### src/rtl/generador_sync_vga.sv
// rtl/generador_sync_vga.sv - parametrised VGA timing generator (counters, sync, video_on, coordinates)
//
// Divides the system clock into a pixel rate, walks a horizontal/vertical
// raster and presents registered, mutually aligned timing outputs.
//
// Ports:
//   clk          system clock, rising edge
//   reset        synchronous, active-high
//   en           run enable; low freezes divider and counters
//   HSync        horizontal sync, active level HS_POL
//   VSync        vertical sync, active level VS_POL
//   video_on     current pixel lies in the visible area
//   pixel_x      current horizontal count, 0..H_TOTAL-1
//   pixel_y      current vertical count, 0..V_TOTAL-1
//   pixel_tick   one-clock pulse on the first clock of a new pixel
//   frame_start  one-clock pulse when (0,0) of a new frame appears
module generador_sync_vga #(
    parameter int   CLK_DIV   = 4,
    parameter int   CNT_W     = 10,
    parameter int   H_VISIBLE = 640,
    parameter int   H_FRONT   = 16,
    parameter int   H_SYNC    = 96,
    parameter int   H_BACK    = 48,
    parameter int   V_VISIBLE = 480,
    parameter int   V_FRONT   = 10,
    parameter int   V_SYNC    = 2,
    parameter int   V_BACK    = 33,
    parameter logic HS_POL    = 1'b0,
    parameter logic VS_POL    = 1'b0
) (
    input  logic             clk,
    input  logic             reset,
    input  logic             en,
    output logic             HSync,
    output logic             VSync,
    output logic             video_on,
    output logic [CNT_W-1:0] pixel_x,
    output logic [CNT_W-1:0] pixel_y,
    output logic             pixel_tick,
    output logic             frame_start
);

    localparam int H_TOTAL = H_VISIBLE + H_FRONT + H_SYNC + H_BACK;
    localparam int V_TOTAL = V_VISIBLE + V_FRONT + V_SYNC + V_BACK;
    localparam int DIV_W   = (CLK_DIV > 1) ? $clog2(CLK_DIV) : 1;

    localparam logic [DIV_W-1:0] DIV_LAST = DIV_W'(CLK_DIV - 1);
    localparam logic [CNT_W-1:0] H_LAST   = CNT_W'(H_TOTAL - 1);
    localparam logic [CNT_W-1:0] V_LAST   = CNT_W'(V_TOTAL - 1);
    localparam logic [CNT_W-1:0] H_VIS    = CNT_W'(H_VISIBLE);
    localparam logic [CNT_W-1:0] V_VIS    = CNT_W'(V_VISIBLE);
    localparam logic [CNT_W-1:0] HS_FIRST = CNT_W'(H_VISIBLE + H_FRONT);
    localparam logic [CNT_W-1:0] HS_LAST  = CNT_W'(H_VISIBLE + H_FRONT + H_SYNC - 1);
    localparam logic [CNT_W-1:0] VS_FIRST = CNT_W'(V_VISIBLE + V_FRONT);
    localparam logic [CNT_W-1:0] VS_LAST  = CNT_W'(V_VISIBLE + V_FRONT + V_SYNC - 1);

    logic [DIV_W-1:0] div;
    logic [CNT_W-1:0] h_cnt;
    logic [CNT_W-1:0] v_cnt;

    // tick_q / wrap_q remember that the counters moved on the previous edge,
    // so pixel_tick and frame_start land on the same clock as the new
    // coordinates rather than one clock ahead of them.
    logic tick_q;
    logic wrap_q;

    logic tick;
    logic h_last;
    logic v_last;
    logic hs_act;
    logic vs_act;
    logic visible;

    assign tick    = en && (div == DIV_LAST);
    assign h_last  = (h_cnt == H_LAST);
    assign v_last  = (v_cnt == V_LAST);
    assign hs_act  = (h_cnt >= HS_FIRST) && (h_cnt <= HS_LAST);
    assign vs_act  = (v_cnt >= VS_FIRST) && (v_cnt <= VS_LAST);
    assign visible = (h_cnt < H_VIS) && (v_cnt < V_VIS);

    always_ff @(posedge clk) begin
        if (reset) begin
            div         <= '0;
            h_cnt       <= '0;
            v_cnt       <= '0;
            tick_q      <= 1'b0;
            wrap_q      <= 1'b0;
            HSync       <= ~HS_POL;
            VSync       <= ~VS_POL;
            video_on    <= 1'b0;
            pixel_x     <= '0;
            pixel_y     <= '0;
            pixel_tick  <= 1'b0;
            frame_start <= 1'b0;
        end else begin
            // With CLK_DIV=1 DIV_LAST is 0, so div stays 0 and tick follows en.
            if (en) begin
                div <= tick ? '0 : div + 1'b1;
            end

            if (tick) begin
                if (h_last) begin
                    h_cnt <= '0;
                    v_cnt <= v_last ? '0 : v_cnt + 1'b1;
                end else begin
                    h_cnt <= h_cnt + 1'b1;
                end
            end

            tick_q <= tick;
            wrap_q <= tick && h_last && v_last;

            // Outputs follow the counters every clock; while en is low the
            // counters hold, so these hold too.
            pixel_x     <= h_cnt;
            pixel_y     <= v_cnt;
            video_on    <= visible;
            HSync       <= hs_act ? HS_POL : ~HS_POL;
            VSync       <= vs_act ? VS_POL : ~VS_POL;
            pixel_tick  <= tick_q;
            frame_start <= wrap_q;
        end
    end

endmodule

### config.mk
export PLATFORM = sky130hd
export DESIGN_NAME = generador_sync_vga
export DESIGN_NICKNAME = d
export VERILOG_FILES = /design/src/rtl/generador_sync_vga.sv
export SDC_FILE = /design/constraint.sdc
export NUM_CORES = 1
export LEC_CHECK = 0
export CAP_MARGIN = 20
export CORE_MARGIN = 4
export CORE_UTILIZATION = 50
export DETAILED_ROUTE_END_ITERATION = 10
export GPL_ROUTABILITY_DRIVEN = 1
export PLACE_DENSITY_LB_ADDON = 0.05
export SETUP_SLACK_MARGIN = 0.05
export SLEW_MARGIN = 20
export SYNTH_ARGS = -nofsm -noshare
export SYNTH_HDL_FRONTEND = slang
export SYNTH_SLANG_ARGS = --single-unit
### constraint.sdc
create_clock -name clk -period 3.1 [get_ports clk]
set_clock_uncertainty 0.05 [all_clocks]
set_input_delay 0.62 -clock clk [delete_from_list [all_inputs] [get_ports clk]]
set_output_delay 0.62 -clock clk [all_outputs]
set_load 0.05 [all_outputs]
======== Word level (Yosys, flattened, before mapping) ========
Index checks and enable logic that the tools add are counted.
operators by class
  add/subtract/negate cells ............... 3
  order comparisons ....................... 6
  equality and inequality tests ........... 3
  muxes and demuxes ....................... 5
  reductions and logical operators ........ 7
operator list
  kind                                                                 number
  adder 10 x 1 -> 10 bit (second input constant)                       2
  == test 10 bit (second input constant)                               2
  two-way mux 10 bit                                                   2
  greater-or-equal comparator 10 bit (second input constant)           1
  greater-or-equal comparator 10 x 9 -> 1 bit (second input constant)  1
  less-or-equal comparator 10 bit (second input constant)              1
  less-or-equal comparator 10 x 9 -> 1 bit (second input constant)     1
  < comparator 10 bit (second input constant)                          1
  < comparator 10 x 9 -> 1 bit (second input constant)                 1
  logical AND 1 bit                                                    6
  adder 2 x 1 -> 2 bit (second input constant)                         1
  == test 2 bit (second input constant)                                1
  two-way mux 1 bit                                                    2
  two-way mux 2 bit                                                    1
  AND reduction 2 bit                                                  1
word-level totals
  register bits after elaboration ......... 49
  input bits .............................. 3
  output and inout port bits .............. 25
  logic and storage cells ................. 36

======== Logic depth before layout (Yosys ltp) ========
Gate-level depths: netlist (run 1).
  depth in word-level cells ............... 4
  depth in mapped cells ................... 7
  gate-level depth less buffers ........... 6

======== Least setup slack after synthesis (run 1) ========
OpenSTA, ideal clock, no wires.
  path type ............................... in2reg
  start ................................... input port en
  end ..................................... register v_cnt[9]
  setup time .............................. 0.117 ns
  data arrival time ....................... 1.812 ns
  data required time ...................... 2.933 ns
  path slack .............................. 1.121 ns
  cell stages on the path ................. 6
  buffers on the path ..................... 2
  path through ............................ buf_2 > nand4_2 > or4_4 > buf_6 > a21o_1 > o2bb2ai_1
on the way
  longest elaborated chain between the ends .. 2
ends and longest elaborated chain
  item                           RTL line  text
  start: declaration             33        input logic en,
  logical AND 1 bit              74        assign tick = en && (div == DIV_LAST);
  AND reduction 2 bit (no line)  -
  end signal: assignment         104       v_cnt <= v_last ? '0 : v_cnt + 1'b1;
  end: declaration               59        logic [CNT_W-1:0] v_cnt;
Every way passes these cells.
A chain may end at the register's enable or synchronous reset.

======== Final worst setup path (run 1) ========
  start ................................... input port en
  end ..................................... register v_cnt[1]
Same word-level chain as after synthesis.

==> results of run 1 <==
==> power groups by stage <==
| stage | Sequential, W | Combinational (W) | Clock, W |
|---|---|---|---|
| 2_1_floorplan | 0.000652 | 0.0000182 | 0 |
| 5_1_grt | 0.000635 | 0.0000346 | 0.000473 |
| 4_1_cts | 0.000634 | 0.0000317 | 0.000445 |
| 3_3_place_gp | 0.000649 | 0.0000307 | 0 |
| 3_5_place_dp | 0.000649 | 0.0000314 | 0 |
| 6_report | 0.000634 | 0.0000315 | 0.000429 |
==> cell families after synthesis <==
| family | after synthesis |
|---|---|
| compound gates | 21 |
| xor+xnor | 9 |
| simple gates | 94 |
| mux | 2 |
| buf+inv | 26 |
| fa+ha+maj | 6 |
| flops | 49 |
==> critical path: stages <==
cell	delay, ps
clkdlybuf4s50_1	640
nand4_2	200
nor4_1	640
buf_4	270
nand3_1	90
a21oi_1	170
==> cell usage in the layout, fill, tap and decap left out, types with 2 or more instances in the layout <==
cell | netlist | layout
a21oi_1 | 10 | 10
o21ai_0 | 2 | 2
clkdlybuf4s50_1 | 0 | 27
inv_1 | 13 | 13
mux2i_1 | 2 | 2
xnor2_1 | 8 | 8
dfxtp_1 | 49 | 49
o32ai_1 | 6 | 6
nor3_1 | 12 | 12
and3_1 | 4 | 4
clkbuf_8 | 0 | 5
buf_4 | 0 | 4
nand2_1 | 10 | 10
nand4_1 | 5 | 5
nor4_1 | 4 | 4
or3_1 | 5 | 5
nor2_1 | 25 | 25
nor2b_1 | 9 | 9
ha_1 | 6 | 6
nand3_1 | 12 | 12
==> flip-flops by register name, indices dropped and copies added (netlist names) <==
name and cells:
tick_q 1, video_on 1, div 2, pixel_y 10, pixel_tick 1, pixel_x 10
frame_start 1, h_cnt 10, HSync 1, VSync 1, v_cnt 10, wrap_q 1
==> layer usage <==
metal,share of wire,global-route usage
met1,0.42,0.186
met2,0.52,0.278
met3,0.043,0.0493
met4,0.022,0.0660
met5,0,0
==> per-stage QoR <==
stage	hold slack, ps	cell area [um^2]	cells	setup WS [ps]	utilization
after global placement	372	2200	274	494	0.602
final	389	2310	281	648	0.630
after global routing	401	2310	281	521	0.630
after floorplan	364	1900	207	1120	-
after CTS	390	2310	281	688	0.630
after detailed placement	383	2200	274	379	0.602
==> final timing paths <==
kind	slack, ps	cells past startpoint	startpoint	endpoint
worst max register to register	980	6	div[0]$_SDFFE_PP0P_	v_cnt[1]$_SDFFE_PP0P_
worst min register to register	390	1	tick_q$_SDFF_PP0_	pixel_tick$_SDFF_PP0_
worst max-delay path	650	6	en	v_cnt[1]$_SDFFE_PP0P_
worst min-delay path	390	1	tick_q$_SDFF_PP0_	pixel_tick$_SDFF_PP0_
==> final cells by class <==
type / instances / area share
flip-flops and latches: 49 / 0.425
multi-input cells: 132 / 0.351
repair buffers: 31 / 0.130
clock buffers: 5 / 0.0298
well taps: 48 / 0.0260
inverters: 14 / 0.0228
clock inverters: 2 / 0.0152
==> metrics.md, run 1 <==
| Metric | Value |
|---|---|
| Max cap viols | 0 |
| Pleak | 0.797 nW |
| Netlist cell types | 34 |
| Critical Path Sink Type | flop |
| Pwr Density | 475 nW/um^2 |
| Switch Pwr | 0.000217 W |
| Core area | 3660 um^2 |
| Yosys top cell by area | dfxtp_1 |
| Syn_nets | 216 |
| RSZ-0062 raised after global routing | no |
| Slew at the pin closest to its max-slew limit | 667 ps |
| Maximum level of the CTS H-tree | 2 |
| Overall power | 0.00110 W |
| GRT Overall Usage | 0.162 |
| Setup repair bufs after CTS | 0 |
| DRC errors left | 0 |
| Status | complete, no violations |
| Adder-cell share of the synthesized area | 0.0396 |
| Final setup TNS | 0 ps |
| Crit path time final | 2450 ps |
| Period utilisation layout | 0.791 |
| Synth top area share | 0.517 |
| List of most frequent post-synthesis cells | 49 x dfxtp_1, 25 x nor2_1, 13 x inv_1, 12 x nand3_1, 12 x nor3_1 |
| Num CTS Buffers | 5 |
| Multiplexer share of the synthesized area | 0.0105 |
| Area of the multi-input gates | 810 um^2 |
| Nets | 242 |
| Top cells by area, synth | dfxtp_1 52%, nor2_1 4.9%, ha_1 4.0% |
| Kind of critical path | input port to flop |
| RD Place Congestion | 0.915 |
| Top-count cell post-synth | dfxtp_1 |
| Internal | 0.000878 W |
| DRT Pass-1 Iters | 4 |
| Arr. time, crit path | 2630 ps |
| DP HPWL | 2720 um |
| Post-Syn Area per Cell | 9.17 um^2 |
| Clock power share | 0.392 |
| Wire length per cell | 13.4 um |
| # IOs | 28 |
| CTS resizes | 0 |
| Initial Util | 0.518 |
| CP startpoint kind | input port |
| Maximum vdd drop | 0.318 mV |
| Sequential area share after synthesis | 0.517 |
| Global-route wire length before repair | 6390 um |
| Share of power burned in registers | 0.579 |
| Fmax | 408 MHz |
| Vias | 1501 |
| CP required | 3280 ps |
| Vias in the first global route | 1400 |
| Filler cells | 308 |
| Sw Share | 0.198 |
| Top_reg_cell synth | dfxtp_1 |
| DR iter-0 viols | 151 |
| HP Class | flop to flop |
| Synth Area in Compound Gates | 0.0732 |
| Antenna diodes | 0 |
| Critical Path Fanout Max | 8 |
| Largest net degree at the start of global routing | 23 |
| Max Buffers Root-to-Sink | 2 |
| Clock transition at the registers of the reported paths | 80 ps |
| Max-slew violations | 0 |
| Share of cells above drive strength 1 | 0.0558 |
| Largest family of logic cells by synthesized area | simple AND/OR/NAND/NOR gates |
| Site row count | 22 |
| Clk sinks | 49 |
| Post-Syn Instances | 207 |
| Overflow after GRT | 0 |
| Syn. warnings | 0 |
| Total Wirelength | 3760 um |
| CTS tree | yes |
| Port bufs | 27 |
| Die H | 69.6 um |
| Post-synth EDFFs | 0 |
| Cts hold-fix bufs | 0 |
| Final setup fails | 0 |
| Clock latency on the worst-skew pair | 300 ps |
| Seq. cell area | 981 um^2 |
| Yosys reg bits | 49 |
| Area growth, synth to finish | 21.6% |
| Share of flip-flops with an asynchronous set or reset | 0 |
| Synth Area in XOR/XNOR | 0.0415 |
| Average vias per placed instance | 5.34 |
| Chip Width | 69.6 um |
| Combinational power share | 0.029 |
| Die area | 4850 um^2 |
| Rel. slew slack | 0.551 |
| Final ANT Viol Nets | 0 |
| Netlist area before placement | 1900 um^2 |
| Initial antenna violation count | 0 |
| Clock root buffer | clkbuf_8 |
| Final Hold Fails | 0 |
| Synth Area in Simple Gates | 0.262 |
No activity file was read; power rests on OpenSTA's default activity.
==> run 2: changes to the inputs <==
==> constraint.sdc (replaced) <==
create_clock -name clk -period 2.4 [get_ports clk]
set_clock_uncertainty 0.05 [all_clocks]
set_input_delay 0.48 -clock clk [delete_from_list [all_inputs] [get_ports clk]]
set_output_delay 0.48 -clock clk [all_outputs]
set_load 0.05 [all_outputs]
==> metrics.md, run 2 (synthesis gave the netlist of run 1 again) <==
| Metric | Value |
|---|---|
| Status | complete, no violations |
| Critical Path Fanout Max | 11 (+3) |
| CTS resizes | 0 (unchanged) |
| Total Wirelength | 3790 um (+0.69%) |
| DRC errors left | 0 (unchanged) |
| GRT Overall Usage | 0.169 (+0.00797) |
| Vias in the first global route | 1548 (+11%) |
| Share of cells above drive strength 1 | 0.0717 (+0.0159) |
| Antenna diodes | 0 (unchanged) |
| Initial Util | 0.518 (unchanged) |
| Max cap viols | 0 (unchanged) |
| Clk sinks | 49 (unchanged) |
| Site row count | 22 (unchanged) |
| Max-slew violations | 0 (unchanged) |
| Period utilisation layout | 0.826 |
| DR iter-0 viols | 97 (-36%) |
| Final cell count without fillers | 285 (+1.4%) |
| Global-route wire length before repair | 6660 um (+4.2%) |
| DRT Pass-1 Iters | 4 (unchanged) |
| Final setup TNS | 0 ps (unchanged) |
| Overflow after GRT | 0 (unchanged) |
| Most frequent cells in the layout | 49 x dfxtp_1, 27 x clkdlybuf4s50_1, 25 x nor2_1 |
| Setup repair bufs after CTS | 0 (unchanged) |
| Maximum vdd drop | 0.411 mV (+29%) |
| Critical Path Sink Type | flop |
| Final setup fails | 0 (unchanged) |
| Pwr Density | 621 nW/um^2 (+31%) |
| WHS Endpoint | pixel_tick$_SDFF_PP0_ |
| Final ANT Viol Nets | 0 (unchanged) |
| CTS tree | yes |
| Final Hold Fails | 0 (unchanged) |
| Worst r2r path cells | 6 (unchanged) |
| DP HPWL | 2790 um (+2.7%) |
| Overall power | 0.00145 W (+33%) |
| Clock root buffer | clkbuf_8 |
| CP top delay family | simple AND/OR/NAND/NOR gates |
| Hold path depth | 1 (unchanged) |
| R2R Path Start | v_cnt[0]$_SDFFE_PP0P_ |
| Clock latency on the worst-skew pair | 300 ps (about the same) |
| Area growth, synth to finish | 23.4% |
| CP Depth | 6 (unchanged) |
| CP startpoint kind | flop |
| # IOs | 28 (unchanged) |
| Fmax | 504 MHz |
| Crit path largest cell delay | 420 ps (-220 ps) |
| Worst Path Buf+Inv | 1 (-1) |
| RD Place Congestion | 0.871 (-4.8%) |
| Die area | 4850 um^2 (unchanged) |
| HP Class | flop to flop |
| Most common cell after layout, fill and taps aside | dfxtp_1 |
| Capturing point of the worst reg2reg path | v_cnt[8]$_SDFFE_PP0P_ |
| CP max stage cell | nand4_1 |
| Port bufs | 27 (unchanged) |
| CP required | 2530 ps (-750 ps) |
| Clock transition at the registers of the reported paths | 90 ps (about the same) |
| Arr. time, crit path | 2110 ps (-520 ps) |
| Core area | 3660 um^2 (unchanged) |
| Cts hold-fix bufs | 0 (unchanged) |
| Placed inst area | 2230 um^2 (+1.0%) |
| Min-delay src | tick_q$_SDFF_PP0_ |
| Max Buffers Root-to-Sink | 2 (unchanged) |
| Cell area after layout | 2340 um^2 (+1.5%) |
| Rel. slew slack | 0.661 (+0.110) |
| Average vias per placed instance | 5.35 (+0.17%) |
| Vias | 1525 (+1.6%) |
| Die H | 69.6 um (unchanged) |
| Slew at the pin closest to its max-slew limit | 506 ps (-161 ps) |
| Kind of critical path | flop to flop |
| DP Cell Count | 277 (+1.1%) |
| Wire length per cell | 13.3 um (-0.72%) |
| Nets | 245 (+1.2%) |
| Largest net degree at the start of global routing | 23 (unchanged) |
| Maximum level of the CTS H-tree | 2 (unchanged) |
| Initial antenna violation count | 0 (unchanged) |
| RSZ-0062 raised after global routing | no |
| Worst reg-to-reg setup slack | 420 ps (-560 ps) |
| Num CTS Buffers | 5 (unchanged) |
| Chip Width | 69.6 um (unchanged) |
| Crit path time final | 1980 ps |
| Pleak | 0.817 nW (+2.5%) |
| CP cell instances | inv_1, ha_1, and4b_1, nand4_1, nand2_1, o32ai_1 |
run 2: layout make-up:
cell class	count	area, um^2
Clock inverter	3	47.5
Inverter	14	52.6
Clock buffer	5	68.8
Sequential cell	49	981
Fill cell	325	1320
Multi-Input combinational cell	132	810
Tap cell	48	60.1
Timing Repair Buffer	34	323
run 2: worst max path at each step:
stage | startpoint | end | slack (ps)
floorplan | en | v_cnt[9]$_SDFFE_PP0P_ | 560
global placement | en | v_cnt[9]$_SDFFE_PP0P_ | 200
detailed placement | en | v_cnt[9]$_SDFFE_PP0P_ | 150
CTS | v_cnt[0]$_SDFFE_PP0P_ | v_cnt[8]$_SDFFE_PP0P_ | 410
global route | div[0]$_SDFFE_PP0P_ | v_cnt[8]$_SDFFE_PP0P_ | 270
finish | v_cnt[0]$_SDFFE_PP0P_ | v_cnt[8]$_SDFFE_PP0P_ | 420
run 2: metrics by stage:
step                      hold slack [ps]  setup WS (ps)   util
after floorplan                       364            561      -
after global placement                376            204  0.608
after detailed placement              395            154  0.608
after CTS                             409            413  0.640
after global routing                  431            265  0.640
final                                 405            417  0.640
run 2: metal layers:
metal | share of wire | global-route usage
met5 | 0 | 0
met4 | 0.012 | 0.0596
met3 | 0.049 | 0.0594
met2 | 0.53 | 0.318
met1 | 0.40 | 0.172
run 2: report_power, final:
group | total (W) | switching [W] | internal, W
Combinational | 0.0000429 | 0.0000261 | 0.0000168
Sequential | 0.000819 | 0.00000244 | 0.000817
Clock | 0.000592 | 0.000275 | 0.000318
Total | 0.00145 | 0.000303 | 0.00115
==> run 3: changes to the inputs <==
--- a/config.mk
+++ b/config.mk
@@ -7,7 +7,7 @@
 export LEC_CHECK = 0
 export CAP_MARGIN = 20
 export CORE_MARGIN = 4
-export CORE_UTILIZATION = 50
+export CORE_UTILIZATION = 47
 export DETAILED_ROUTE_END_ITERATION = 10
 export GPL_ROUTABILITY_DRIVEN = 1
 export PLACE_DENSITY_LB_ADDON = 0.05
==> constraint.sdc (replaced) <==
create_clock -name clk -period 1.6 [get_ports clk]
set_clock_uncertainty 0.05 [all_clocks]
set_input_delay 0.32 -clock clk [delete_from_list [all_inputs] [get_ports clk]]
set_output_delay 0.32 -clock clk [all_outputs]
set_load 0.05 [all_outputs]
==> metrics.md, run 3 (synthesis gave the netlist of run 1 again) <==
| Metric | Value |
|---|---|
| Max Buffers Root-to-Sink | 2 (unchanged) |
| Period utilisation layout | 1.00 (+0.174) |
| Max-slew violations | 0 (unchanged) |
| DR iter-0 viols | 120 (+24%) |
| RD Place Congestion | 0.834 (-4.3%) |
| Chip Width | 71.6 um (+2.8%) |
| Vias | 1657 (+8.7%) |
| Initial antenna violation count | 0 (unchanged) |
| Final Hold Fails | 0 (unchanged) |
| Filler cells | 286 (-12%) |
| Rel. slew slack | 0.810 (+0.149) |
| Share of cells above drive strength 1 | 0.368 (+0.297) |
| Max cap viols | 0 (unchanged) |
| Critical Path Fanout Max | 5 (-6) |
| Num CTS Buffers | 5 (unchanged) |
| Kind of critical path | flop to flop |
| Overflow after GRT | 0 (unchanged) |
| CP cell instances | nand4bb_4, or4_4, a21o_1, o2bb2ai_1 |
| Failing checks | negative setup slack |
| Average vias per placed instance | 5.28 (-1.4%) |
| Critical Path Sink Type | flop |
| Total Wirelength | 4480 um (+18%) |
| Maximum vdd drop | 0.443 mV (+7.8%) |
| CP top delay family | simple AND/OR/NAND/NOR gates |
| Largest net degree at the start of global routing | 28 (+22%) |
| Hold slack | 410 ps (+5.02 ps) |
| Most frequent cells in the layout | 53 x buf_4, 41 x dfxtp_1, 25 x nor2_1 |
| Die H | 71.6 um (+2.8%) |
| CTS tree | yes |
| Final setup fails | 1 (+1) |
| Final ANT Viol Nets | 0 (unchanged) |
| Initial Util | 0.503 (-0.0151) |
| Wire length per cell | 14.3 um (+7.3%) |
| # IOs | 28 (unchanged) |
| Arr. time, crit path | 1750 ps (-360 ps) |
| Clock transition at the registers of the reported paths | 90 ps (about the same) |
| RSZ-0062 raised after global routing | yes |
| Vias in the first global route | 1572 (+1.6%) |
| Cell area after layout | 2710 um^2 (+16%) |
| Port bufs | 27 (unchanged) |
| Nets | 274 (+12%) |
| Setup WS pre-CTS | -447 ps (-601 ps) |
| CP required | 1740 ps (-790 ps) |
| GRT Overall Usage | 0.177 (+0.00707) |
| HP Class | flop to flop |
| Clock latency on the worst-skew pair | 300 ps (about the same) |
| DRC errors left | 0 (unchanged) |
| Core area | 3770 um^2 (+3.0%) |
| Crit path time final | 1600 ps (-382 ps) |
| Cts hold-fix bufs | 0 (unchanged) |
| Slew at the pin closest to its max-slew limit | 284 ps (-222 ps) |
| Clk sinks | 49 (unchanged) |
| Clock root buffer | clkbuf_8 |
| Final WS setup | -1.21 ps (-418 ps) |
| CP startpoint kind | flop |
| Antenna diodes | 0 (unchanged) |
| Site row count | 22 (unchanged) |
| Pleak | 1.04 nW (+28%) |
| Worst Path Buf+Inv | 0 (-1) |
| Pwr Density | 774 nW/um^2 (+25%) |
| Area growth, synth to finish | 42.8% |
| Placed inst area | 2450 um^2 (+10%) |
| Crit path largest cell delay | 570 ps (+150 ps) |
| Maximum level of the CTS H-tree | 2 (unchanged) |
| DRT Pass-1 Iters | 4 (unchanged) |
| Final setup TNS | -1.21 ps (-1.21 ps) |
| CP max stage cell | or4_4 |
| Status | complete, but fails checks |
| DP HPWL | 2950 um (+5.9%) |
| Global-route wire length before repair | 7160 um (+7.5%) |
| Most common cell after layout, fill and taps aside | buf_4 |
| Fmax | 625 MHz (+24%) |
| Die area | 5120 um^2 (+5.7%) |
run 3: report_power, final:
group / internal [W] / switching [W] / total (W)
combinational: 0.0000334 / 0.0000447 / 0.0000781
clock: 0.000391 / 0.000398 / 0.000789
sequential: 0.00123 / 0.00000553 / 0.00123
run 3: repair_timing:
| action | CTS | global route |
|---|---|---|
| pin swaps | 4 | 14 |
| endpoints found under the setup margin | 14 | 15 |
| gates resized for setup | 8 | 19 |
| gates cloned | 1 | 0 |
| setup buffers | 0 | 5 |
run 3: worst reg2reg max path, stage by stage, from the launching register on:
cell and delay (ps):
dfxtp_2 320, nand4bb_4 270, or4_4 570, a21o_1 180
o2bb2ai_1 110
run 3: final timing paths:
check | slack [ps] | depth (start not counted) | from | to
setup reg to reg | -1 | 4 | h_cnt[7]$_SDFFE_PP0P_ | v_cnt[9]$_SDFFE_PP0P_
hold reg to reg | 410 | 1 | tick_q$_SDFF_PP0_ | pixel_tick$_SDFF_PP0_
setup / recovery | -1 | 4 | h_cnt[7]$_SDFFE_PP0P_ | v_cnt[9]$_SDFFE_PP0P_
hold / removal | 410 | 1 | tick_q$_SDFF_PP0_ | pixel_tick$_SDFF_PP0_
run 3: area by class of cell:
type	count	area (um^2)	share of cell area
tap	48	60.1	0.0222
clock buffer	7	96.3	0.0355
clock inverter	1	5.00	0.00185
timing repair buffer	62	548	0.202
multi-input combinational	133	955	0.352
sequential	49	991	0.365
inverter	14	56.3	0.0208
run 3: metrics by stage:
| stage | cells | util | total power (W) |
|---|---|---|---|
| finish | 314 | 0.719 | 0.00210 |
| global placement | 300 | 0.650 | 0.00133 |
| floorplan | 207 | - | 0.00130 |
| CTS | 309 | 0.689 | 0.00211 |
| global route | 314 | 0.719 | 0.00217 |
| detailed placement | 300 | 0.650 | 0.00134 |
run 3: metal layers:
layer / track usage / routed length [um] / up-vias
met3: 0.0435 / 263 / 9
li1: - / - / 834
met5: 0 / 0 / -
met2: 0.283 / 2110 / 56
met1: 0.227 / 2030 / 758
met4: 0.0731 / 77 / 0
